`src/rtl/ccff_chain_loader_if.sv`:
```
// Bitstream and readback word streams between the programming controller and
// the configuration-chain loader.
interface ccff_chain_loader_if #(
  parameter int WORD_W = 8
);
  logic              cfg_valid;
  logic [WORD_W-1:0] cfg_data;
  logic              cfg_ready;
  logic              rb_valid;
  logic [WORD_W-1:0] rb_data;
  logic              rb_ready;

  modport master (
    output cfg_valid, cfg_data, rb_ready,
    input  cfg_ready, rb_valid, rb_data
  );

  modport slave (
    input  cfg_valid, cfg_data, rb_ready,
    output cfg_ready, rb_valid, rb_data
  );
endinterface

```
`src/rtl/ccff_chain_loader.sv`:
```
// Configuration-chain loader: serializes bitstream words into ccff_head and
// reads the chain back non-destructively by recirculating ccff_tail.
module ccff_chain_loader #(
  parameter int CHAIN_LEN = 80,
  parameter int WORD_W    = 8
) (
  input  logic               prog_clk,
  input  logic               prog_reset,
  input  logic               start_load,
  input  logic               start_read,
  output logic               busy,
  output logic               done,
  output logic               ccff_head,
  input  logic               ccff_tail,
  output logic               shift_en,
  ccff_chain_loader_if.slave bus
);
  localparam int MAX_N = (CHAIN_LEN > WORD_W) ? CHAIN_LEN : WORD_W;
  localparam int CNT_W = $clog2(MAX_N + 1);
  localparam logic [CNT_W-1:0] CHAIN_CNT = CNT_W'(CHAIN_LEN);
  localparam logic [CNT_W-1:0] WORD_CNT  = CNT_W'(WORD_W);
  localparam logic [CNT_W-1:0] ONE       = CNT_W'(1);

  typedef enum logic [1:0] {IDLE, LOAD, READ, DONE} state_t;

  state_t            state, state_nx;
  logic [CNT_W-1:0]  total, total_nx;
  // bits left in the word register during LOAD, bits collected during READ
  logic [CNT_W-1:0]  bits, bits_nx;
  logic              shift_en_nx;
  logic              rb_valid, rb_valid_nx;
  logic [WORD_W-1:0] rb_data, rb_data_nx;
  logic [WORD_W-1:0] word_sr, word_sr_nx;
  logic [WORD_W-1:0] col_sr, col_sr_nx;
  logic              cfg_ready;

  // Bits to take from a freshly accepted word: a full word, or the tail remainder.
  function automatic logic [CNT_W-1:0] word_bits(input logic [CNT_W-1:0] left);
    return (left < WORD_CNT) ? left : WORD_CNT;
  endfunction

  // Left-align a partially collected word so its first bit sits in the MSB.
  function automatic logic [WORD_W-1:0] align_word(input logic [WORD_W-1:0] w,
                                                   input logic [CNT_W-1:0]  n);
    return w << (WORD_CNT - n);
  endfunction

  always_comb begin
    state_nx    = state;
    total_nx    = total;
    bits_nx     = bits;
    word_sr_nx  = word_sr;
    col_sr_nx   = col_sr;
    rb_valid_nx = rb_valid;
    rb_data_nx  = rb_data;
    cfg_ready   = 1'b0;
    case (state)
      IDLE: begin
        if (start_load) begin
          state_nx = LOAD;
          total_nx = CHAIN_CNT;
          bits_nx  = '0;
        end else if (start_read) begin
          state_nx = READ;
          total_nx = CHAIN_CNT;
          bits_nx  = '0;
        end
      end
      LOAD: begin
        if (shift_en) begin
          word_sr_nx = word_sr << 1;
          bits_nx    = bits - ONE;
          total_nx   = total - ONE;
        end
        // accept against the post-shift view so word boundaries stay gapless
        cfg_ready = (bits_nx == '0) && (total_nx != '0);
        if (bus.cfg_valid && cfg_ready) begin
          word_sr_nx = bus.cfg_data;
          bits_nx    = word_bits(total_nx);
        end
        if (total_nx == '0) state_nx = DONE;
      end
      READ: begin
        if (shift_en) begin
          col_sr_nx = (col_sr << 1) | WORD_W'(ccff_tail);
          bits_nx   = bits + ONE;
          total_nx  = total - ONE;
          if ((bits_nx == WORD_CNT) || (total_nx == '0)) begin
            rb_valid_nx = 1'b1;
            rb_data_nx  = align_word(col_sr_nx, bits_nx);
            bits_nx     = '0;
          end
        end
        if (rb_valid && bus.rb_ready) begin
          rb_valid_nx = 1'b0;
          if (total == '0) state_nx = DONE;
        end
      end
      DONE:    state_nx = IDLE;
      default: state_nx = IDLE;
    endcase
    // shifting pauses while a readback word waits to be taken
    shift_en_nx = ((state_nx == LOAD) && (bits_nx != '0)) ||
                  ((state_nx == READ) && (total_nx != '0) && !rb_valid_nx);
  end

  always_ff @(posedge prog_clk or posedge prog_reset) begin
    if (prog_reset) begin
      state    <= IDLE;
      total    <= '0;
      bits     <= '0;
      shift_en <= 1'b0;
      rb_valid <= 1'b0;
      rb_data  <= '0;
    end else begin
      state    <= state_nx;
      total    <= total_nx;
      bits     <= bits_nx;
      shift_en <= shift_en_nx;
      rb_valid <= rb_valid_nx;
      rb_data  <= rb_data_nx;
    end
  end

  always_ff @(posedge prog_clk) begin
    word_sr <= word_sr_nx;
    col_sr  <= col_sr_nx;
  end

  always_comb begin
    case (state)
      LOAD:    ccff_head = shift_en & word_sr[WORD_W-1];
      READ:    ccff_head = ccff_tail;
      default: ccff_head = 1'b0;
    endcase
  end

  assign busy          = (state == LOAD) || (state == READ);
  assign done          = (state == DONE);
  assign bus.cfg_ready = cfg_ready;
  assign bus.rb_valid  = rb_valid;
  assign bus.rb_data   = rb_data;
endmodule

```
`src/flat_wrapper.sv`:
```
// flat-port wrapper written by rule: the top's interface ports become plain ports
module ccff_chain_loader_flat 
#(
  parameter int CHAIN_LEN = 80,
  parameter int WORD_W    = 8
)
  (prog_clk, prog_reset, start_load, start_read, busy, done, ccff_head, ccff_tail, shift_en, bus_cfg_valid, bus_cfg_data, bus_rb_ready, bus_cfg_ready, bus_rb_valid, bus_rb_data);
  ccff_chain_loader_if #(.WORD_W(WORD_W)) bus_i ();
  input  logic prog_clk;
  input  logic prog_reset;
  input  logic start_load;
  input  logic start_read;
  output logic busy;
  output logic done;
  output logic ccff_head;
  input  logic ccff_tail;
  output logic shift_en;
  input wire logic [$bits(bus_i.cfg_valid)-1:0] bus_cfg_valid;
  input wire logic [$bits(bus_i.cfg_data)-1:0] bus_cfg_data;
  input wire logic [$bits(bus_i.rb_ready)-1:0] bus_rb_ready;
  output wire logic [$bits(bus_i.cfg_ready)-1:0] bus_cfg_ready;
  output wire logic [$bits(bus_i.rb_valid)-1:0] bus_rb_valid;
  output wire logic [$bits(bus_i.rb_data)-1:0] bus_rb_data;
  assign bus_i.cfg_valid = bus_cfg_valid;
  assign bus_i.cfg_data = bus_cfg_data;
  assign bus_i.rb_ready = bus_rb_ready;
  assign bus_cfg_ready = bus_i.cfg_ready;
  assign bus_rb_valid = bus_i.rb_valid;
  assign bus_rb_data = bus_i.rb_data;
  ccff_chain_loader #(.CHAIN_LEN(CHAIN_LEN), .WORD_W(WORD_W)) u_core (.prog_clk(prog_clk), .prog_reset(prog_reset), .start_load(start_load), .start_read(start_read), .busy(busy), .done(done), .ccff_head(ccff_head), .ccff_tail(ccff_tail), .shift_en(shift_en), .bus(bus_i));
endmodule
```
`config.mk`:
```
export PLATFORM = sky130hd
export DESIGN_NAME = ccff_chain_loader_flat
export DESIGN_NICKNAME = d
export VERILOG_FILES = /design/src/rtl/ccff_chain_loader_if.sv /design/src/rtl/ccff_chain_loader.sv /design/src/flat_wrapper.sv
export SDC_FILE = /design/constraint.sdc
export NUM_CORES = 1
export LEC_CHECK = 0
export BUFFER_PORTS_ARGS = -buffer_cell sky130_fd_sc_hd__buf_2
export CAP_MARGIN = 40
export CORE_MARGIN = 2
export CORE_UTILIZATION = 39
export DETAILED_ROUTE_END_ITERATION = 8
export PLACE_DENSITY = 0.63
export SETUP_SLACK_MARGIN = 0.5
export SYNTH_ARGS = -nofsm -noshare
export SYNTH_HDL_FRONTEND = slang
export SYNTH_SLANG_ARGS = --single-unit
```
`constraint.sdc`:
```
create_clock -name prog_clk -period 4.1 [get_ports prog_clk]
set_input_delay 0.205 -clock prog_clk [delete_from_list [all_inputs] [get_ports prog_clk]]
set_output_delay 0.205 -clock prog_clk [all_outputs]
set_load 0.005 [all_outputs]
```
Word level (Yosys, flattened, before mapping)
Index checks and enable logic that the tools add are counted.

word-level totals
  logic and storage cells = 72
  register bits = 41

operators by class
  reduce and logical (&&, ||, !) cells = 22
  bitwise logic cells = 2
  mux-type cells = 28
  equal/unequal tests = 6
  add/subtract/negate cells = 4
  shift-type cells = 1
  order comparisons = 1

operator list
  kind                                                        count
  two-way mux 7 bit                                           12
  one-hot mux 7 bit (3 select lines)                          2
  zero test 7 bit                                             4
  nonzero test 7 bit                                          3
  two-way mux 8 bit                                           2
  subtractor 7 x 1 -> 7 bit, second input constant            2
  two-way mux 2 bit                                           5
  bitwise OR 8 x 1 -> 8 bit                                   1
  one-hot mux 2 bit (4 select lines)                          1
  << shifter 8 x 7 -> 8 bit                                   1
  adder 7 x 1 -> 7 bit, second input constant                 1
  equality test 7 x 4 -> 1 bit, second input constant         1
  less-than comparator 7 x 4 -> 1 bit, second input constant  1
  subtractor 4 x 7 -> 7 bit, first input constant             1
  equality test 2 bit, second input constant                  3
  logical AND 1 bit                                           6
  two-way mux 1 bit                                           5
  equality test 2 x 1 -> 1 bit, second input constant         2
  AND reduction 2 bit                                         2
  logical OR 1 bit                                            3
  AND reduction 3 bit                                         1
  zero test 2 bit                                             1
  one-hot mux 1 bit (2 select lines)                          1
  nonzero test 2 bit                                          1
  other kinds (2)                                             2

Longest topological paths before layout
  word-level depth = 11
  gate-level depth with buffers = 11
  gate-level depth less buffers = 9

Least setup slack after synthesis
No wires, ideal clock.

  path kind = register to register
  from = register u_core.bits[0]
  to = register u_core.word_sr[0], enable pin
  setup slack = 0.530 ns
  cell stages (with the launch flop) = 12
  data arrival time = 3.185 ns
  data required time = 3.715 ns
  setup time = 0.385 ns
  buffers on the path = 3
  period minus slack after synthesis = 3.570 ns
  path through = dfrtp_1 > buf_2 > buf_2 > inv_1 > ha_1 > nand4bb_1 > or3_1 > a2111oi_4 > nand2_1 > or2_1 > buf_2 > a21boi_0

on the way
  longest elaborated chain between the ends = 8

RTL lines
  what                             RTL line                  RTL
  start, declared                  ccff_chain_loader.sv:29   logic [CNT_W-1:0] bits, bits_nx;
  start signal, assigned           ccff_chain_loader.sv:118  bits <= bits_nx;
  subtractor 7 x 1 -> 7 bit        ccff_chain_loader.sv:72   bits_nx = bits - ONE;
  two-way mux 7 bit *              ccff_chain_loader.sv:70   if (shift_en) begin
  two-way mux 7 bit *              ccff_chain_loader.sv:57   case (state)
  zero test 7 bit *                ccff_chain_loader.sv:76   cfg_ready = (bits_nx == '0) && (total_nx != '0);
  logical AND 1 bit *              ccff_chain_loader.sv:76
  logical AND 1 bit *              ccff_chain_loader.sv:77   if (bus.cfg_valid && cfg_ready) begin
  nonzero test 2 bit (no line) *   --
  AND reduction 2 bit (no line) *  --
  end signal, assigned             ccff_chain_loader.sv:126  word_sr <= word_sr_nx;
  end, declared                    ccff_chain_loader.sv:33   logic [WORD_W-1:0] word_sr, word_sr_nx;

Every way passes the cells marked *; elsewhere a longest branch is shown, timed or not. The select of a mux whose other input is x is not followed.
A chain may end at the register's enable or synchronous reset.

Worst setup path in the final report
  from = register u_core.total[0]
  to = register u_core.shift_en

on the way
  elaborated cells on any way between the ends = 36
  classes of those cells = add/sub: 1; order compare: 1; eq/ne: 2; mux: 18; reduce/logical: 14

RTL lines
  what                                  RTL line                                          RTL
  start, declared                       ccff_chain_loader.sv:27                           logic [CNT_W-1:0] total, total_nx;
  start signal, assigned                ccff_chain_loader.sv:117                          total <= total_nx;
  subtractor 7 x 1 -> 7 bit *           ccff_chain_loader.sv:73, ccff_chain_loader.sv:87
  two-way mux 7 bit *                   ccff_chain_loader.sv:70, ccff_chain_loader.sv:84
  two-way mux 7 bit                     ccff_chain_loader.sv:57
  one-hot mux 7 bit (3 select lines) *  ccff_chain_loader.sv:57
  via u_core.total_nx[4]                ccff_chain_loader.sv:27
  nonzero test 7 bit *                  ccff_chain_loader.sv:104                          ((state_nx == READ) && (total_nx != '0) && !rb_valid_nx);
  logical AND 1 bit * (2 in a row)      ccff_chain_loader.sv:104
  logical OR 1 bit *                    ccff_chain_loader.sv:103                          shift_en_nx = ((state_nx == LOAD) && (bits_nx != '0)) ||
  via u_core.shift_en_nx                ccff_chain_loader.sv:30                           logic shift_en_nx;
  end signal, assigned                  ccff_chain_loader.sv:119                          shift_en <= shift_en_nx;
  end, declared                         ccff_chain_loader.sv:15                           output logic shift_en,

The timed path passes the listed nets; every way through them passes the cells marked *. The select of a mux whose other input is x is not followed.

==> metrics.csv <==
metric;value;unit
Seq/Total Area, Yosys;34.2;%
width of the die;94.8;microns
Core Region;0.00809;sq mm
RSZ-0062 raised after global routing;false;
PwrDens;712;mW/mm^2
count of different cell masters after synthesis;77;
Hold Crit Class;in -> reg;
Period minus WS final;3240;ps
Layout Area Growth over Synthesis;10.1;%
fin worst setup slack;857;ps
Nets;387;
EDFF count, synth;15;
Residual DRC;0;
drt pass-1 iters;5;
htree depth;2;
Initial DRC Count;226;
most common flop cell mapped by yosys;dfrtp_1;
CP endpoint kind;flop;
met3 Usage GRT;2.55;%
total die area;0.00899;sq mm
grt met2 use;28.5;%
vias in the first global route;2590;
layout cells sized above 1;17.5;%
Final Hold Vio Count;0;
worst-skew pair later-pin latency;310;ps
Max Slew Vio Count;0;
total wire length;7.99;mm
routed length per instance;17.1;microns
cell depth of the worst flop-to-flop path;9;
Ys Warns;0;
M1 GR Usage;26.0;%
clock skew;6.81;ps
most used routing layer;met2;
Worst IR Drop VDD;0.565;mV
Post-CTS Setup Repair Bufs;0;
fmax;0.308;GHz
CTS tree;built;
#FFs+latches synth;41;
initial antenna violation count;0;
TNS Setup;0;ps
Reg clk slew, reported paths;90;ps
Leak;1.40;nW
Top Ports;29;
remaining antenna violation count after routing;0;
commonest non-fill, non-tap cells in the layout;nand2_1, buf_2, dfrtp_1, nor2_1, inv_1;
total CTS buffers;5;
CP Launch Type;flop;
Remaining Overflow, GRT;0;
crit path max fanout;10;
status;finished, final reports clean;
Least-Margin Pin Slew;814;ps
largest net degree at the start of global routing;27;
slew margin rel.;45.6;%
ANT cells;0;
initial cell density of the core;39.7;%
routed via count;2810;
syn avg cell area;9.30;sq um
first-pass GRT wire length;13.0;mm
Tot GR Track Use;18.4;%
HPWL after DPL;5.70;mm
Netlist Area Pre-Place;0.00322;sq mm
Fillers;797;
clk buf depth;2;
max-cap violation count;0;
commonest non-fill, non-tap cell in the layout;nand2_1;
final setup violating endpoints;0;
crit path kind;reg -> reg;
final core utilization;43.8;%
Root Driver;clkbuf_8;
Gate Count Post-Synth;346;
WP data required;4290;ps
Post-Place Worst Slack;873;ps
CP Data Arrival Time;3440;ps
Mapped Nets;373;
vias per inst;6.03;
hold path depth;1;
# rows;33;
PortBufs;28;
Final Cycle Share;79.1;%
Die Y;94.8;microns
RD Place Congestion;0.885;
Async S/R FF share, synth;63.4;%
TritonCTS Sinks;41;
## cell families (layout without fill, tap and decap cells)
logic type               count (synthesis)  count (layout)  synth area share (%)
AND/OR/NAND/NOR                        130             130                  22.3
AO/OA/AOI/OAI                           90              90                  22.2
buffers and inverters                   45              60                  6.11
flip-flops                              41              41                  34.2
multiplexers                            17              17                  7.55
adder cells (fa/ha/maj)                 12              12                  4.67
XOR/XNOR                                11              11                  3.00
## worst paths after layout
| check | start | to | slack, ps |
|---|---|---|---|
| worst max register to register | u_core.total[0] | u_core.shift_en | 860 |
| worst min register to register | u_core.col_sr[5] | u_core.col_sr[6] | 480 |
| worst max-delay path | u_core.total[0] | u_core.shift_en | 860 |
| worst min-delay path | ccff_tail | u_core.col_sr[0] | 170 |
| max in group asynchronous | prog_reset | u_core.total[0] | 3310 |
| min in group asynchronous | prog_reset | u_core.bits[2] | 510 |
## cells in the mapped netlist, types with 4 or more instances
library cell  number  area [sq um]
nand2_1           37           139
dfrtp_1           26           651
nor2_1            19          71.3
inv_1             17          63.8
edfxtp_1          15           450
a21oi_1           14          70.1
buf_2             13          65.1
nor3_1            13          65.1
ha_1              12           150
o21ai_0           12          60.1
nand3_1           11          55.1
clkbuf_1          10          37.5
xnor2_1            9          78.8
nor2b_1            8          50.1
mux2_2             7          78.8
a31oi_1            6          37.5
nand4_1            6          37.5
or3_1              6          37.5
mux4_2             5           113
o22ai_1            5          31.3
mux2i_1            4          40.0
nand2b_1           4          25.0
nand3b_1           4          30.0
o211ai_1           4          30.0
o21a_1             4          30.0
or4_1              4          30.0
## per-layer routing
metal / vias to the layer above / wire length, microns
met3: 17 / 529
li1: 1320 / -
met1: 1357 / 3640
met5: - / 0
met4: 0 / 174
met2: 116 / 3640
## area by class of cell
cell class / count / area [sq um] / area share (%)
Inverter: 19 / 71.3 / 2.01
Clock buffer: 5 / 68.8 / 1.94
Multi-Input combinational cell: 260 / 1920 / 54.2
Timing Repair Buffer: 33 / 180 / 5.09
Tap cell: 105 / 131 / 3.71
Clock inverter: 3 / 68.8 / 1.94
Sequential cell: 41 / 1100 / 31.1
## sequential cells by signal (all words and copies together), names as in the netlist
name / count
u_core.bus.rb_data: 8
u_core.word_sr: 8
u_core.bits: 7
u_core.shift_en: 1
u_core.state: 2
u_core.col_sr: 7
u_core.bus.rb_valid: 1
u_core.total: 7
## where the power goes
group          switching, mW  total [mW]  internal [mW]
logic                  0.820        1.41          0.589
clock network          0.166       0.411          0.245
registers              0.153       0.702          0.548
## metrics by stage
| stage | cell area, sq um | power (mW) | hold WS (ps) | instances |
|---|---|---|---|---|
| 2_1_floorplan | 3220 | 1.79 | 245 | 346 |
| 3_3_place_gp | 3390 | 2.09 | 298 | 457 |
| 3_5_place_dp | 3390 | 2.09 | 302 | 457 |
| 4_1_cts | 3540 | 2.51 | 172 | 466 |
| 5_1_grt | 3540 | 2.70 | 171 | 466 |
| 6_report | 3540 | 2.52 | 170 | 466 |
## critical path: stages, from the launching register on
cell and delay (ps):
dfrtp_1 490, inv_1 170, ha_1 410, and4bb_1 310
mux2_1 330, a221o_1 300, or3_1 330, or4_1 400
and4_1 220, o32a_1 160
## repair_timing
item	4_1_cts	5_1_grt
gates resized for setup	0	0
hold buffers	1	0
hold endpoints to repair	26	0
Note: power is estimated with default switching activity, not from simulation.
